## config.mk

```make
export PLATFORM = sky130hd
export DESIGN_NAME = pipe_mux_stage_flat
export DESIGN_NICKNAME = d
export VERILOG_FILES = /design/src/rtl/pipe_mux_pkg.sv /design/src/rtl/pipe_mux_stage_if.sv /design/src/rtl/pipe_mux_stage_mux_n_sel.sv /design/src/rtl/pipe_mux_stage.sv /design/src/flat_wrapper.sv
export SDC_FILE = /design/constraint.sdc
export NUM_CORES = 1
export LEC_CHECK = 0
export CAP_MARGIN = 0
export CORE_MARGIN = 10
export CORE_UTILIZATION = 44
export CTS_BUF_LIST = sky130_fd_sc_hd__clkbuf_4
export DETAILED_ROUTE_END_ITERATION = 8
export MAX_ROUTING_LAYER = met4
export PLACE_DENSITY = 0.87
export SLEW_MARGIN = 25
export SYNTH_ARGS = -nofsm -noshare
export SYNTH_HDL_FRONTEND = slang
export SYNTH_SLANG_ARGS = --single-unit
export TNS_END_PERCENT = 5
```

## constraint.sdc

```tcl
create_clock -name clk -period 1.7 [get_ports clk]
set_clock_uncertainty 0.2 [all_clocks]
set_input_delay 0.51 -clock clk [delete_from_list [all_inputs] [get_ports clk]]
set_output_delay 0.51 -clock clk [all_outputs]
set_load 0.03 [all_outputs]
```

## src/rtl/pipe_mux_pkg.sv

```systemverilog
// ============================================================================
// Module   : pipe_mux_pkg
// Brief    : Shared types, constants and helpers for the pipe_mux_stage block.
// Revision : 1.0 - initial release
// ============================================================================
`default_nettype none

package pipe_mux_pkg;

    localparam int c_beat_width = 5;

    // Link register index, the fixed destination candidate used by jal.
    localparam logic [4:0] RA_REG_IDX = 5'd31;

    typedef struct packed {
        logic [c_beat_width-1:0] data;
        logic                    err;
    } beat_t;

    function automatic int sel_width(input int n);
        return (n < 2) ? 1 : $clog2(n);
    endfunction

endpackage

`default_nettype wire

```

## src/rtl/pipe_mux_stage_if.sv

```systemverilog
// ============================================================================
// Module   : pipe_mux_stage_if
// Brief    : Upstream/downstream valid-ready bus of the select stage.
// Revision : 1.0 - initial release
// ============================================================================
`default_nettype none

interface pipe_mux_stage_if #(
    parameter int WIDTH  = 5,
    parameter int NUM_IN = 3,
    parameter int SEL_W  = 2
);
    logic [NUM_IN*WIDTH-1:0] in_data;
    logic [SEL_W-1:0]        in_sel;
    logic                    in_valid;
    logic                    in_ready;
    logic [WIDTH-1:0]        out_data;
    logic                    out_err;
    logic                    out_valid;
    logic                    out_ready;

    modport master (
        output in_data, in_sel, in_valid, out_ready,
        input  in_ready, out_data, out_err, out_valid
    );

    modport slave (
        input  in_data, in_sel, in_valid, out_ready,
        output in_ready, out_data, out_err, out_valid
    );
endinterface

`default_nettype wire

```

## src/rtl/pipe_mux_stage_mux_n_sel.sv

```systemverilog
// ============================================================================
// Module   : mux_n_sel
// Brief    : Combinational N:1 select; out-of-range index yields zero + err.
// Revision : 1.0 - initial release
// ============================================================================
`default_nettype none

module mux_n_sel #(
    parameter int WIDTH  = 5,
    parameter int NUM_IN = 3,
    parameter int SEL_W  = 2
) (
    input  logic [NUM_IN*WIDTH-1:0] cand,
    input  logic [SEL_W-1:0]        sel,
    output logic [WIDTH-1:0]        data,
    output logic                    err
);
    always_comb begin
        data = '0;
        err  = 1'b1;
        for (int k = 0; k < NUM_IN; k++) begin
            if (sel == SEL_W'(k)) begin
                data = cand[k*WIDTH +: WIDTH];
                err  = 1'b0;
            end
        end
    end
endmodule

`default_nettype wire

```

## src/rtl/pipe_mux_stage.sv

```systemverilog
// ============================================================================
// Module   : pipe_mux_stage
// Brief    : Registered N-way select stage with valid/ready and a skid entry.
//            Optional stall counter port enabled by PIPE_MUX_STALL_CNT_EN.
// Revision : 1.0 - initial release
// ============================================================================
`default_nettype none

module pipe_mux_stage
    import pipe_mux_pkg::*;
#(
    parameter int WIDTH  = 5,
    parameter int NUM_IN = 3,
    parameter int SEL_W  = sel_width(NUM_IN)
) (
    input  logic                   clk,
    input  logic                   rst_n,
    input  logic                   flush,
    pipe_mux_stage_if.slave        bus
`ifdef PIPE_MUX_STALL_CNT_EN
    ,
    output logic [15:0]            stall_cnt
`endif
);
    logic [WIDTH-1:0] w_sel_data;
    logic             w_sel_err;
    logic             w_accept;
    logic             w_load;

    logic [WIDTH-1:0] r_out_data;
    logic             r_out_err;
    logic             r_out_valid;
    logic [WIDTH-1:0] r_skid_data;
    logic             r_skid_err;
    logic             r_skid_valid;

    mux_n_sel #(
        .WIDTH  (WIDTH),
        .NUM_IN (NUM_IN),
        .SEL_W  (SEL_W)
    ) u_mux (
        .cand (bus.in_data),
        .sel  (bus.in_sel),
        .data (w_sel_data),
        .err  (w_sel_err)
    );

    // in_ready depends only on the skid flag, keeping out_ready off this path.
    assign w_accept = bus.in_valid && !r_skid_valid && !flush;
    assign w_load   = !r_out_valid || bus.out_ready;

    always_ff @(posedge clk or negedge rst_n) begin
        if (!rst_n) begin
            r_out_data   <= '0;
            r_out_err    <= 1'b0;
            r_out_valid  <= 1'b0;
            r_skid_data  <= '0;
            r_skid_err   <= 1'b0;
            r_skid_valid <= 1'b0;
        end else if (flush) begin
            r_out_valid  <= 1'b0;
            r_skid_valid <= 1'b0;
        end else if (w_load) begin
            if (r_skid_valid) begin
                r_out_data   <= r_skid_data;
                r_out_err    <= r_skid_err;
                r_out_valid  <= 1'b1;
                r_skid_valid <= 1'b0;
            end else if (w_accept) begin
                r_out_data   <= w_sel_data;
                r_out_err    <= w_sel_err;
                r_out_valid  <= 1'b1;
            end else begin
                r_out_valid  <= 1'b0;
            end
        end else if (w_accept) begin
            r_skid_data  <= w_sel_data;
            r_skid_err   <= w_sel_err;
            r_skid_valid <= 1'b1;
        end
    end

    assign bus.in_ready  = !r_skid_valid;
    assign bus.out_data  = r_out_data;
    assign bus.out_err   = r_out_err;
    assign bus.out_valid = r_out_valid;

`ifdef PIPE_MUX_STALL_CNT_EN
    logic [15:0] r_stall_cnt;

    // Flush deliberately leaves the counter alone; only reset clears it.
    always_ff @(posedge clk or negedge rst_n) begin
        if (!rst_n) begin
            r_stall_cnt <= '0;
        end else if (r_out_valid && !bus.out_ready && (r_stall_cnt != 16'hFFFF)) begin
            r_stall_cnt <= r_stall_cnt + 16'd1;
        end
    end

    assign stall_cnt = r_stall_cnt;
`endif

endmodule

`default_nettype wire

```

## src/flat_wrapper.sv

```systemverilog
// flat-port wrapper written by rule: the top's interface ports become plain ports
module pipe_mux_stage_flat import pipe_mux_pkg::*;
#(
    parameter int WIDTH  = 5,
    parameter int NUM_IN = 3,
    parameter int SEL_W  = sel_width(NUM_IN)
)
  (clk, rst_n, flush, bus_in_data, bus_in_sel, bus_in_valid, bus_out_ready, bus_in_ready, bus_out_data, bus_out_err, bus_out_valid);
  pipe_mux_stage_if #(.WIDTH(WIDTH), .NUM_IN(NUM_IN), .SEL_W(SEL_W)) bus_i ();
  input  logic clk;
  input  logic rst_n;
  input  logic flush;
  input wire logic [$bits(bus_i.in_data)-1:0] bus_in_data;
  input wire logic [$bits(bus_i.in_sel)-1:0] bus_in_sel;
  input wire logic [$bits(bus_i.in_valid)-1:0] bus_in_valid;
  input wire logic [$bits(bus_i.out_ready)-1:0] bus_out_ready;
  output wire logic [$bits(bus_i.in_ready)-1:0] bus_in_ready;
  output wire logic [$bits(bus_i.out_data)-1:0] bus_out_data;
  output wire logic [$bits(bus_i.out_err)-1:0] bus_out_err;
  output wire logic [$bits(bus_i.out_valid)-1:0] bus_out_valid;
  assign bus_i.in_data = bus_in_data;
  assign bus_i.in_sel = bus_in_sel;
  assign bus_i.in_valid = bus_in_valid;
  assign bus_i.out_ready = bus_out_ready;
  assign bus_in_ready = bus_i.in_ready;
  assign bus_out_data = bus_i.out_data;
  assign bus_out_err = bus_i.out_err;
  assign bus_out_valid = bus_i.out_valid;
  pipe_mux_stage #(.WIDTH(WIDTH), .NUM_IN(NUM_IN), .SEL_W(SEL_W)) u_core (.clk(clk), .rst_n(rst_n), .flush(flush), .bus(bus_i));
endmodule
```

* After elaboration in Yosys (flattened, before gate mapping) *
Index checks and enable logic that the tools add are counted.

word-level totals
  register bits after elaboration = 14
  output and inout port bits = 8
  bits of input ports = 22
  word-level logic and storage cells = 39

operators by class
  equality and inequality tests = 2
  muxes and demuxes = 17
  reduce and logical (&&, ||, !) cells = 12
  bitwise gates (word level) = 2

operator list
  cell                                                  number
  two-way mux 5 bit                                     5
  two-way mux 1 bit                                     12
  AND reduction 3 bit                                   2
  nonzero test 2 bit                                    2
  zero test 1 bit                                       3
  nonzero test 3 bit                                    1
  equality test 2 x 1 -> 1 bit (second input constant)  1
  equality test 2 bit (second input constant)           1
  logical AND 1 bit                                     2
  zero test 2 bit                                       1
  NOT 1 bit                                             2
  logical OR 1 bit                                      1

* Longest topological paths before layout *
  word-level depth = 7
  mapped depth = 4
  depth with buffers taken out = 3

* Hierarchy *
Synthesis repeated with hierarchy kept, for this count alone.

unflattened totals
  cells, all modules = 54
  area, all modules = 759.5 µm²

by module, submodules not included
  module          cells each  sequential area each (µm²)  area each (µm²)  times used
  pipe_mux_stage  41          350.3                       636.9            1
  mux_n_sel       13          0.0                         122.6            1

* Worst setup path before layout *
Ideal clock, no wire load.

  path type = in2reg
  start = input bus_out_ready
  end = register u_core.r_skid_data[0]
  library setup time = 79 ps
  path buffers = 1
  data arrival time = 1450 ps
  setup slack = -29 ps
  cell stages on the path = 4
  path through = nand2b_4 -> buf_6 -> nor4b_4 -> mux2i_1

on the way
  longest elaborated chain between the ends = 3

RTL lines
  element                        line                  text
  start, declared                flat_wrapper.sv:16    input wire logic [$bits(bus_i.out_ready)-1:0] bus_out_ready;
  logical OR 1 bit               pipe_mux_stage.sv:50  assign w_load = !r_out_valid || bus.out_ready;
  NOT 1 bit (no line)            -
  AND reduction 3 bit (no line)  -
  end signal, assigned           pipe_mux_stage.sv:77  r_skid_data <= w_sel_data;
  end, declared                  pipe_mux_stage.sv:33  logic [WIDTH-1:0] r_skid_data;

No other way between the ends.
A chain may end at the register's enable or synchronous reset.

* Final worst setup path *
  start = register u_core.r_skid_valid
  end = output bus_in_ready

on the way
  longest elaborated chain between the ends = 1

RTL lines
  element                 line                  text
  start, declared         pipe_mux_stage.sv:35  logic r_skid_valid;
  start signal, assigned  pipe_mux_stage.sv:59  r_skid_valid <= 1'b0;
  start signal, assigned  pipe_mux_stage.sv:62  r_skid_valid <= 1'b0;
  start signal, assigned  pipe_mux_stage.sv:68  r_skid_valid <= 1'b0;
  zero test 1 bit         pipe_mux_stage.sv:83  assign bus.in_ready = !r_skid_valid;
  end, declared           flat_wrapper.sv:17    output wire logic [$bits(bus_i.in_ready)-1:0] bus_in_ready;

No other way between the ends.

==> out/metrics.yaml <==
timing:
  max_freq_ghz: 0.5959
  finalHoldViolations: 0
  final.period_utilization_pct: 98.71
  setup_viol_count_final: 0
  slew_violations: 0
  rsz0062_at_grt: "yes"
  period_needed_ns: 1.678
  slew_headroom_pct: 76.40
  worstMarginPinSlew_ns: 0.3540
  fin_ws_ns: 0.02199
synth:
  syn_nets: 92
  synth_edf_count: 0
  async_reset_ff_share_pct: 100.0
  synth_commonest_cells: "dfrtp_1, mux2i_1, inv_1"
  synth_seq_area_share_pct: 46.13
  ys.flop_type: "dfrtp_1"
  syn_area_per_cell_um2: 10.85
  yosysTopAreaCell: "dfrtp_1"
  synth.top_cell.area_share_pct: 46.13
  yosys_warnings: 0
  syn_inst: 70
  ys_types: 21
  synth_area_um2: 759.5
  ys_ff_latch: 14
  synth.area.top_cells: "dfrtp_1, mux2i_1, a2bb2oi_1"
  synth_most_common_cell: "dfrtp_1"
global_routing:
  grt_start_max_net_pins: 15
  grt_pass1_wl_mm: 3.312
  grt-ovfl-total: 0
  antenna_found_initial: 0
  grt_pass1_vias: 761
  grt_usage_pct: 12.03
clock_network:
  clkTransAtPathRegs_ns: 0.08
  clockBufferDepth: 2
  htreeDepth: 1
  clk_latency_ns: 0.28
  cts_tree: "built"
  cts_buffers: 3
  cts_root_buf: "clkbuf_4"
  cts_sinks: 14
worst_setup_path:
  critPathRequiredTime_ns: 0.99
  slowest_stage: "dfrtp_2"
  endpoint_kind: "output pin"
  crit_arrival_ns: 0.97
  path_class: "reg -> out"
  cp_max_fo: 6
  cp_top_family: "flip-flops"
  critPathMaxStageDelay_ns: 0.46
  critPathBufInv: 2
  cp_cell_sequence: "inv_2, buf_6"
  startpoint_type: "flip-flop"
run:
  cap_violations: 0
floorplan:
  std_cell_rows: 14
  io_pins: 30
  coreArea_mm2: 0.001577
  die_area_mm2: 0.003788
  start_util_pct: 48.17
  dieHeight_um: 61.55
  die_x_um: 61.55
detailed_routing:
  routedWlPerCell_um: 16.94
  vias: 703
  viasPerCell: 5.669
  first_pass_iters: 4
  ant_nets: 0
  drc_errors: 0
  finalWirelength_mm: 2.100
  first_iter_violations: 17
placed_design:
  place_congestion: 0.8189
  hpwlAfterDp_mm: 1.717
  io_buffer_count: 29
  dp.cells: 121
  place_ws_ns: -0.4579
power_and_ir_drop:
  irDropWorstVdd_mv: 0.4512
  p_leak_nw: 0.5181
  power_density_mw_per_mm2: 823.6
finish:
  area_growth_pct: 50.08
  drive_above_1_share_pct: 27.78
  n_antenna_cell: 0
  layout.nets: 132
  finalNonFillerCells: 124
  fin_util_pct: 72.30
status:
  status: "completed"
min_path:
  worstHoldPathType: "reg -> reg"
[stage by stage]
step	TNS [ns]	hold WS, ns	cell area, µm²	total power [mW]
after floorplan	0	0.01441	759.5	0.6002
after global placement	-4.286	0.2913	1097	0.7339
after detailed placement	-4.860	0.2990	1097	0.7522
after CTS	-0.02596	0.3166	1126	0.9340
after global routing	-0.04125	0.3324	1140	0.9805
final	0	0.3126	1140	0.9388
[per-layer routing]
metal  global-route usage, %  up-vias  wire, µm
met2                   19.62       36       945
met5                       -        -         0
met1                   12.20      327       950
met3                   5.350        4       187
met4                   5.414        0        17
li1                        -      336         -
[final timing paths]
check | cells past startpoint | startpoint | end | slack (ns)
max in group asynchronous | 2 | rst_n | u_core.r_skid_valid | 0.77
min reg2reg | 1 | u_core.bus.out_err | u_core.bus.out_err | 0.31
max | 2 | u_core.r_skid_valid | bus_in_ready | 0.02
min in group asynchronous | 2 | rst_n | u_core.bus.out_data[1] | 0.34
min | 1 | u_core.bus.out_err | u_core.bus.out_err | 0.31
max reg2reg | 3 | u_core.r_skid_valid | u_core.r_skid_err | 0.27
[registers in the layout, summed over array words and instances, names as in the netlist]
register / count
u_core.bus.out_data: 5
u_core.r_skid_err: 1
u_core.r_skid_data: 5
u_core.bus.out_err: 1
u_core.r_skid_valid: 1
u_core.bus.out_valid: 1
[power by group]
group,switching (mW),total (mW),internal [mW]
Sequential,0.0448,0.447,0.402
Clock,0.105,0.187,0.0821
Combinational,0.156,0.305,0.149
[area by class of cell]
class	instances	area [µm²]
Fill cell	133	436.7
Multi-Input combinational cell	46	374.1
Sequential cell	14	351.6
Timing Repair Buffer	38	345.3
Inverter	7	26.28
Clock buffer	3	22.52
Tap cell	16	20.02
[cell usage in the layout (no fill, tap or decap)]
cell,n
o21ai_1,4
dfrtp_2,1
nor2b_2,1
dfrtp_1,13
clkbuf_4,3
dlymetal6s2s_1,1
nor4b_4,1
o21ba_2,1
mux2_2,1
nand3_2,1
o21ai_0,1
o21ai_2,1
nand2b_4,1
mux2i_1,11
a21oi_1,1
dlygate4sd2_1,2
buf_4,15
nor2_1,3
buf_6,2
nand4_1,5
nand2_1,2
and2b_2,1
clkdlybuf4s50_1,18
o21bai_1,1
a2bb2oi_1,5
o211ai_1,5
inv_1,6
inv_2,1
[kinds of logic (layout without fill, tap and decap cells)]
| kind of cell | after synthesis | after routing | share of synthesized area [%] |
|---|---|---|---|
| compound gates | 19 | 19 | 17.63 |
| simple gates | 15 | 15 | 14.17 |
| flops | 14 | 14 | 46.13 |
| buf+inv | 10 | 48 | 6.095 |
| mux | 12 | 12 | 15.98 |
[timing repair]
action                                  in CTS  in global routing
endpoints found under the hold margin        0                  0
pin swaps                                    0                  3
hold buffers                                 0                  0
setup buffers                                0                  0
resized for setup                            7                  8
endpoints found under the setup margin      13                 12
No activity file was read; power rests on OpenSTA's default activity.
